**src/rtl/arcade_input.sv**
```systemverilog
// rtl/arcade_input.sv - PS/2 + joystick player input front end (optional ARCADE_INPUT_AUTOFIRE_EN)
module arcade_input #(
    parameter int NUM_PLAYERS  = 2,
    parameter int NUM_BUTTONS  = 4,
    parameter int COIN_PULSE   = 2400000,
    parameter int AUTOFIRE_DIV = 3
) (
    input  logic                               clk,
    input  logic                               reset_n,
    input  logic [10:0]                        ps2_key,
    input  logic [NUM_PLAYERS*16-1:0]          joy_in,
    input  logic                               merge,
    input  logic                               vblank,
    input  logic [NUM_PLAYERS-1:0]             autofire,
    output logic [NUM_PLAYERS*4-1:0]           dir,
    output logic [NUM_PLAYERS*NUM_BUTTONS-1:0] btn,
    output logic [NUM_PLAYERS-1:0]             start,
    output logic [NUM_PLAYERS-1:0]             coin
);
    localparam int START_BIT = 4 + NUM_BUTTONS;
    localparam int COIN_BIT  = 5 + NUM_BUTTONS;
    localparam int CW        = $clog2(COIN_PULSE + 1);

    typedef enum logic [1:0] {COIN_IDLE, COIN_ACTIVE, COIN_WAIT} coin_state_t;

    logic                              ps2_hist;
    logic                              ps2_event;
    logic                              map_valid;
    logic [1:0]                        map_player;
    logic [3:0]                        map_bit;
    logic [NUM_PLAYERS-1:0][15:0]      key_vec;
    logic [NUM_PLAYERS-1:0][15:0]      raw;
    logic [15:0]                       joy_or;
    logic [3:0]                        clean_dir [NUM_PLAYERS];
    logic [NUM_BUTTONS-1:0]            btn_next  [NUM_PLAYERS];
    coin_state_t                       coin_state [NUM_PLAYERS];
    logic [CW-1:0]                     coin_cnt   [NUM_PLAYERS];
    logic [NUM_PLAYERS-1:0]            coin_prev;
    logic                              unused_bits;

    assign ps2_event   = ps2_key[10] ^ ps2_hist;
    assign unused_bits = ^{vblank, autofire, raw};

    // Key bits are stored in joystick layout so keys and sticks OR together directly.
    always_comb begin
        map_valid  = 1'b1;
        map_player = 2'd0;
        map_bit    = 4'd0;
        case (ps2_key[7:0])
            8'h75: begin map_bit = 4'd3; map_valid = ps2_key[8]; end
            8'h72: begin map_bit = 4'd2; map_valid = ps2_key[8]; end
            8'h6B: begin map_bit = 4'd1; map_valid = ps2_key[8]; end
            8'h74: begin map_bit = 4'd0; map_valid = ps2_key[8]; end
            8'h14: map_bit = 4'd4;
            8'h11: begin map_bit = 4'd5; map_valid = (NUM_BUTTONS > 1); end
            8'h29: begin map_bit = 4'd6; map_valid = (NUM_BUTTONS > 2); end
            8'h12: begin map_bit = 4'd7; map_valid = (NUM_BUTTONS > 3); end
            8'h16: map_bit = 4'(START_BIT);
            8'h2E: map_bit = 4'(COIN_BIT);
            8'h2D: begin map_player = 2'd1; map_bit = 4'd3; end
            8'h2B: begin map_player = 2'd1; map_bit = 4'd2; end
            8'h23: begin map_player = 2'd1; map_bit = 4'd1; end
            8'h34: begin map_player = 2'd1; map_bit = 4'd0; end
            8'h1C: begin map_player = 2'd1; map_bit = 4'd4; end
            8'h1B: begin map_player = 2'd1; map_bit = 4'd5; map_valid = (NUM_BUTTONS > 1); end
            8'h15: begin map_player = 2'd1; map_bit = 4'd6; map_valid = (NUM_BUTTONS > 2); end
            8'h1D: begin map_player = 2'd1; map_bit = 4'd7; map_valid = (NUM_BUTTONS > 3); end
            8'h1E: begin map_player = 2'd1; map_bit = 4'(START_BIT); end
            8'h36: begin map_player = 2'd1; map_bit = 4'(COIN_BIT); end
            default: map_valid = 1'b0;
        endcase
        if (map_player != 2'd0 && NUM_PLAYERS < 2)
            map_valid = 1'b0;
    end

    always_comb begin
        joy_or = '0;
        for (int p = 0; p < NUM_PLAYERS; p++)
            joy_or = joy_or | joy_in[16*p +: 16];
        for (int p = 0; p < NUM_PLAYERS; p++) begin
            raw[p]       = key_vec[p] | (merge ? joy_or : joy_in[16*p +: 16]);
            clean_dir[p] = {raw[p][3] & ~raw[p][2], raw[p][2] & ~raw[p][3],
                            raw[p][1] & ~raw[p][0], raw[p][0] & ~raw[p][1]};
        end
    end

`ifdef ARCADE_INPUT_AUTOFIRE_EN
    localparam int AW = (AUTOFIRE_DIV > 1) ? $clog2(AUTOFIRE_DIV) : 1;

    logic                   vblank_prev;
    logic [NUM_PLAYERS-1:0] af_phase;
    logic [AW-1:0]          af_cnt [NUM_PLAYERS];

    // Phase idles high so a fresh press fires immediately.
    always_ff @(posedge clk) begin
        if (!reset_n) begin
            vblank_prev <= 1'b0;
            af_phase    <= '1;
            for (int p = 0; p < NUM_PLAYERS; p++)
                af_cnt[p] <= '0;
        end else begin
            vblank_prev <= vblank;
            for (int p = 0; p < NUM_PLAYERS; p++) begin
                if (!(autofire[p] && raw[p][4])) begin
                    af_cnt[p]   <= '0;
                    af_phase[p] <= 1'b1;
                end else if (vblank && !vblank_prev) begin
                    if (af_cnt[p] == AW'(AUTOFIRE_DIV - 1)) begin
                        af_cnt[p]   <= '0;
                        af_phase[p] <= ~af_phase[p];
                    end else begin
                        af_cnt[p] <= af_cnt[p] + 1'b1;
                    end
                end
            end
        end
    end

    always_comb begin
        for (int p = 0; p < NUM_PLAYERS; p++) begin
            btn_next[p] = raw[p][4 +: NUM_BUTTONS];
            if (autofire[p])
                btn_next[p][0] = raw[p][4] & af_phase[p];
        end
    end
`else
    always_comb begin
        for (int p = 0; p < NUM_PLAYERS; p++)
            btn_next[p] = raw[p][4 +: NUM_BUTTONS];
    end
`endif

    always_ff @(posedge clk) begin
        if (!reset_n) begin
            ps2_hist  <= ps2_key[10];
            key_vec   <= '0;
            dir       <= '0;
            btn       <= '0;
            start     <= '0;
            coin      <= '0;
            coin_prev <= '0;
            for (int p = 0; p < NUM_PLAYERS; p++) begin
                coin_state[p] <= COIN_IDLE;
                coin_cnt[p]   <= '0;
            end
        end else begin
            ps2_hist <= ps2_key[10];
            for (int p = 0; p < NUM_PLAYERS; p++) begin
                if (ps2_event && map_valid && map_player == 2'(p))
                    key_vec[p][map_bit] <= ps2_key[9];

                dir[4*p +: 4]                     <= clean_dir[p];
                btn[NUM_BUTTONS*p +: NUM_BUTTONS] <= btn_next[p];
                start[p]                          <= raw[p][START_BIT];

                // Edges are only honoured in idle, so a held coin yields one pulse.
                coin_prev[p] <= raw[p][COIN_BIT];
                case (coin_state[p])
                    COIN_IDLE: begin
                        if (raw[p][COIN_BIT] && !coin_prev[p]) begin
                            coin_state[p] <= COIN_ACTIVE;
                            coin[p]       <= 1'b1;
                            coin_cnt[p]   <= CW'(COIN_PULSE - 1);
                        end
                    end
                    COIN_ACTIVE: begin
                        if (coin_cnt[p] == '0) begin
                            coin[p]       <= 1'b0;
                            coin_state[p] <= COIN_WAIT;
                        end else begin
                            coin_cnt[p] <= coin_cnt[p] - 1'b1;
                        end
                    end
                    COIN_WAIT: begin
                        if (!raw[p][COIN_BIT])
                            coin_state[p] <= COIN_IDLE;
                    end
                    default: coin_state[p] <= COIN_IDLE;
                endcase
            end
        end
    end
endmodule
```
**config.mk**
```make
export PLATFORM = sky130hd
export DESIGN_NAME = arcade_input
export DESIGN_NICKNAME = d
export VERILOG_FILES = /design/src/rtl/arcade_input.sv
export SDC_FILE = /design/constraint.sdc
export NUM_CORES = 1
export LEC_CHECK = 0
export ABC_AREA = 1
export CORE_ASPECT_RATIO = 0.75
export CORE_MARGIN = 2
export CORE_UTILIZATION = 50
export DETAILED_ROUTE_END_ITERATION = 10
export GPL_ROUTABILITY_DRIVEN = 0
export MAX_ROUTING_LAYER = met4
export PLACE_DENSITY = 0.79
export SETUP_SLACK_MARGIN = 0.05
export SLEW_MARGIN = 5
export SYNTH_ARGS = -nofsm -noshare
export SYNTH_HDL_FRONTEND = slang
export SYNTH_SLANG_ARGS = --single-unit
```
**constraint.sdc**
```tcl
create_clock -name clk -period 2.5 [get_ports clk]
set_clock_uncertainty 0.2 [all_clocks]
set_input_delay 0.25 -clock clk [delete_from_list [all_inputs] [get_ports clk]]
set_output_delay 0.25 -clock clk [all_outputs]
set_load 0.01 [all_outputs]
```
==> Word level (Yosys, flattened, before mapping) <==
Memory sizes are Yosys's and may differ from the RTL's.
Index checks and enable logic that the tools add are counted.
{ "classes": {"n_mul": 0, "order_cmp": 2, "eq_ne": 29, "div": 0, "muxes": 66, "add_sub_neg": 2, "shifts": 0, "n_reduce_logical": 31, "bitwise_logic": 32} }
{ "ops": {"columns": ["operator", "count"], "rows": [
  ["2-to-1 mux 22 bit", 4],
  ["equality test 8 x 5 -> 1 bit, second input constant", 9],
  ["equality test 8 x 6 -> 1 bit, second input constant", 7],
  ["2-to-1 mux 1 bit", 45],
  ["logical NOT 22 bit", 2],
  ["subtractor 22 x 1 -> 22 bit, second input constant", 2],
  ["case mux 4 bit (9 select lines)", 1],
  ["bitwise mux 16 bit", 2],
  ["equality test 8 x 7 -> 1 bit, second input constant", 4],
  ["bitwise OR 10 bit", 3],
  ["2-to-1 mux 10 bit", 2],
  ["OR reduction 2 bit", 9],
  ["2-to-1 mux 2 bit", 8],
  ["OR reduction 16 bit", 1],
  ["bitwise OR 1 bit", 12],
  ["OR reduction 10 bit", 1],
  ["bitwise AND 1 bit", 8],
  ["inequality test 2 bit, second input constant", 4],
  ["NOT 1 bit", 8],
  ["equality test 2 x 1 -> 1 bit, second input constant", 3],
  ["logical AND 1 bit", 6],
  ["logical NOT 2 bit", 3],
  ["case mux 1 bit (2 select lines)", 3],
  ["AND reduction 3 bit", 2],
  ["other kinds (9)", 13]
]} }
{ "word_totals": {"output_inout_bits": 20, "ram_bits": 48, "word_cells": 173, "mem_count": 2, "inputBits": 49, "romBits": 0, "latchBits": 0, "regBits": 55} }
{ "mem_list": {"columns": ["name", "words", "width", "read_ports", "rd_ports_with_merged_regs", "write_ports", "line", "rtl"], "rows": [
  ["coin_cnt", 2, 22, 2, 0, 2, "37", "logic [CW-1:0] coin_cnt [NUM_PLAYERS];"],
  ["coin_state", 2, 2, 2, 0, 2, "36", "coin_state_t coin_state [NUM_PLAYERS];"]
]} }

==> Longest topological paths before layout <==
{ "logic_depth": {"ltp_word": 12, "ltp_mapped": 14, "mapped_depth_nobuf": 13} }

==> Least setup slack after synthesis <==
Ideal clock, no wire load.
{ "synth_path": {"path_kind": "reg2reg", "from": "mem coin_cnt[0][0] in the netlist's numbering", "to": "mem coin_cnt[0][0] in the netlist's numbering (enable)", "path_stages_with_launch": 9, "setup_slack_ns": 0.047, "setup_time_ns": 0.471, "period_less_slack_ns": 2.453, "t_arrival_ns": 1.783, "t_required_ns": 1.829, "n_path_buf": 1, "cell_sequence": "edfxtp_1 inv_1 ha_1 nand2_1 nor3_1 nand4_1 nand3_2 buf_2 nand3_1"} }
{ "synth_lines": {"columns": ["element", "line"], "rows": [
  ["start: declaration", "37"]
]} }

==> reports/qor.yml <==
synthCells: 705
syn-num-nets: 758
netlist_area_sq_mm: 0.00514
io_buffers: 53
routed_wl_mm: 11.6
hold_start: "ps2_key[10]"
relSlewSlack: 0.494
drv_slew: 0
hpwl_mm: 8.59
ys_seq_elements: 91
clk_pin_slew_ns: 0.06
cp-start-kind: "flip-flop"
drt-pass1-iter-count: 6
drtIter0Drc: 368
grt_first_pass_wirelength_mm: 19.9
seqPwrFrac: 0.476
fin_area_sq_mm: 0.00622
synth_area_per_cell_sq_um: 7.30
fillers: 852
fin_crit_sh: 0.904
cp_max_fo: 4
max_freq_mhz: 443
io_pins: 69
status: "completed"
grt_max_degree: 36
core_sq_mm: 0.0101
top_usage_layer: "met2"
worst_slew_pin_slew_ns: 0.756
met2_usage: 0.354
root_buffer: "clkbuf_16"
drtAntennaViolNets: 0
yosysWarnings: 0
grt_overflow: 0
hold_violations: 0
ys_seq_area_frac: 0.446
worstRegToRegCells: 11
grt_use_met1: 0.300
n_antenna_cell: 0
routedWlPerCell_um: 12.8
rr_startpoint: "coin_cnt[0][2]"
rows: 32
power_frac_comb: 0.179
max_cap_violations: 0
r2r_slack_ns: 0.24
syn2layout_area_growth_pct: 21.0
place_inst: 891
r2r_end: "coin_cnt[0][21]"
switching_share: 0.278
endpoint_kind: "flip-flop"
seq_area_sq_mm: 0.00229
cts_buffers: 9
die_h_um: 91.9
clock_power_share: 0.344
die_width_um: 121
grt_antenna_before_repair: 0
rsz0062_at_grt: "no"
dieArea_sq_mm: 0.0111
fin_crit_ns: 2.26
hp-class: "in -> reg"
cts_tree: "built"
powerDensity_mw_per_mm2: 613
setup_viol: 0
multi_input_area_sq_mm: 0.00235
grt_use_total: 0.226
initial_core_util: 0.508
yosysUniqueCellTypes: 31
first_global_vias: 4376
tns_ns: 0
cp_data_arrival_time_ns: 2.15
num_vias: 4687
p_sw_mw: 1.06
grtUsageMet3: 0.0448
hold-path-cell-count: 1
htreeDepth: 3
clock_path_buffers: 2
placed_area_sq_mm: 0.00591
nets: 819
vias_per_cell: 5.17
drive_gt1_frac: 0.0895
clkLatencyLatePin_ns: 0.34
path_class: "reg -> reg"
cts.sinks: 91
leakage_nw: 2.86
peakVddDrop_mv: 0.350
min_to: "ps2_hist"
crit_required_ns: 2.39
drc_errors: 0
p_int_mw: 2.76
fin_cells: 907
[sequential cells by signal, indices dropped and copies added (netlist names)]
signal	flops
coin_cnt	44
key_vec	20
btn	8
dir	8
coin_state	4
coin	2
coin_prev	2
start	2
ps2_hist	1
[critical path, stage by stage (launching register included)]
cell and delay, ns:
edfxtp_1 0.45, nor2_1 0.21, nand2_2 0.11, nor2_2 0.12, nand2_1 0.09, nor2_2 0.18
nand3_2 0.17, nor2_4 0.14, nand2_1 0.07, xnor2_1 0.12, o21ai_1 0.11, inv_1 0.04
[worst max-delay path by stage]
stage                        start         endpoint  slack (ns)
detailed placement      ps2_key[1]       key_vec[4]        0.08
CTS                 coin_cnt[0][2]  coin_cnt[0][21]        0.20
floorplan           coin_cnt[1][8]   coin_cnt[1][0]        0.05
finish              coin_cnt[0][2]  coin_cnt[0][21]        0.24
global route        coin_cnt[0][0]  coin_cnt[0][20]        0.05
global placement             merge   coin_cnt[1][6]        0.16
[synthesized netlist by cell type]
| cell | n | area [sq um] |
|---|---|---|
| inv_1 | 105 | 394 |
| nor2_1 | 136 | 510 |
| nor3_1 | 10 | 50.1 |
| xor2_1 | 11 | 96.3 |
| o21ai_1 | 4 | 20.0 |
| nand4_1 | 31 | 194 |
| ha_1 | 4 | 50.1 |
| nor2_4 | 2 | 22.5 |
| nand2_2 | 8 | 50.1 |
| nor2_2 | 9 | 56.3 |
| o31ai_1 | 4 | 30.0 |
| clkbuf_1 | 7 | 26.3 |
| and2_1 | 1 | 6.26 |
| nor3_4 | 1 | 16.3 |
| o211ai_1 | 10 | 75.1 |
| buf_6 | 2 | 22.5 |
| edfxtp_1 | 47 | 1410 |
| nand3_1 | 25 | 125 |
| buf_2 | 7 | 35.0 |
| buf_4 | 1 | 7.51 |
| nand2_1 | 140 | 526 |
| dfxtp_1 | 44 | 881 |
| a31oi_1 | 2 | 12.5 |
| nand3_2 | 4 | 40.0 |
| nor3b_1 | 4 | 30.0 |
| inv_2 | 10 | 37.5 |
| nor4_1 | 3 | 18.8 |
| xnor2_1 | 8 | 70.1 |
| o21a_1 | 2 | 15.0 |
| a21oi_1 | 32 | 160 |
| o21ai_0 | 31 | 155 |
[cell usage in the layout (no fill, tap or decap), types with 9 or more instances in the layout]
cell,netlist,layout
a21oi_1,32,32
buf_4,1,10
clkbuf_16,0,10
clkdlybuf4s50_1,0,53
dfxtp_1,44,44
edfxtp_1,47,47
inv_1,105,104
inv_2,10,11
nand2_1,140,139
nand2_2,8,9
nand3_1,25,23
nand4_1,31,31
nor2_1,136,134
nor2_2,9,10
nor3_1,10,10
o211ai_1,10,10
o21ai_0,31,31
xor2_1,11,11
[layer usage]
layer	routed length, um	share of wire
met5	0	0
met4	146	0.013
met3	740	0.064
met2	5340	0.46
met1	5420	0.47
[power groups by stage]
| stage | Combinational (mW) | Clock, mW | Sequential (mW) |
|---|---|---|---|
| 6_report | 0.685 | 1.31 | 1.82 |
| 2_1_floorplan | 0.425 | 0 | 1.84 |
| 5_1_grt | 0.773 | 1.40 | 1.84 |
| 3_3_place_gp | 0.642 | 0 | 1.84 |
| 4_1_cts | 0.675 | 1.34 | 1.82 |
| 3_5_place_dp | 0.669 | 0 | 1.85 |
[cell type report]
type,instances,share of cell area
inverters,115,0.0694
clock buffers,12,0.0430
multi-input cells,482,0.378
flip-flops and latches,91,0.368
repair buffers,67,0.110
well taps,136,0.0273
clock inverters,4,0.00382
[cells by family (layout without fill, tap and decap cells)]
family | count (synthesis) | count (layout) | synth area share
DFF | 91 | 91 | 0.446
adders and majority gates | 4 | 4 | 0.00973
xor gates and xnor gates | 19 | 19 | 0.0323
buffers and inverters | 132 | 198 | 0.102
AOI/OAI and AO/OA | 85 | 85 | 0.0910
and+or+nand+nor | 374 | 374 | 0.320
[through the flow]
step	setup slack [ns]	util	hold WS (ns)	power (mW)
3_5_place_dp	0.0824	0.584	0.251	2.52
3_3_place_gp	0.159	0.584	0.253	2.48
5_1_grt	0.0546	0.614	0.223	4.01
4_1_cts	0.195	0.613	0.207	3.83
6_report	0.240	0.614	0.213	3.82
2_1_floorplan	0.0529	-	0.0777	2.26
[timing repair]
action / in CTS / in global routing
resized for setup: 0 / 6
hold endpoints to repair: 0 / 0
buffers inserted: 0 / 0
hold buffers: 0 / 0
setup endpoints to repair: 0 / 7
Power figures use the tool's default switching activity.
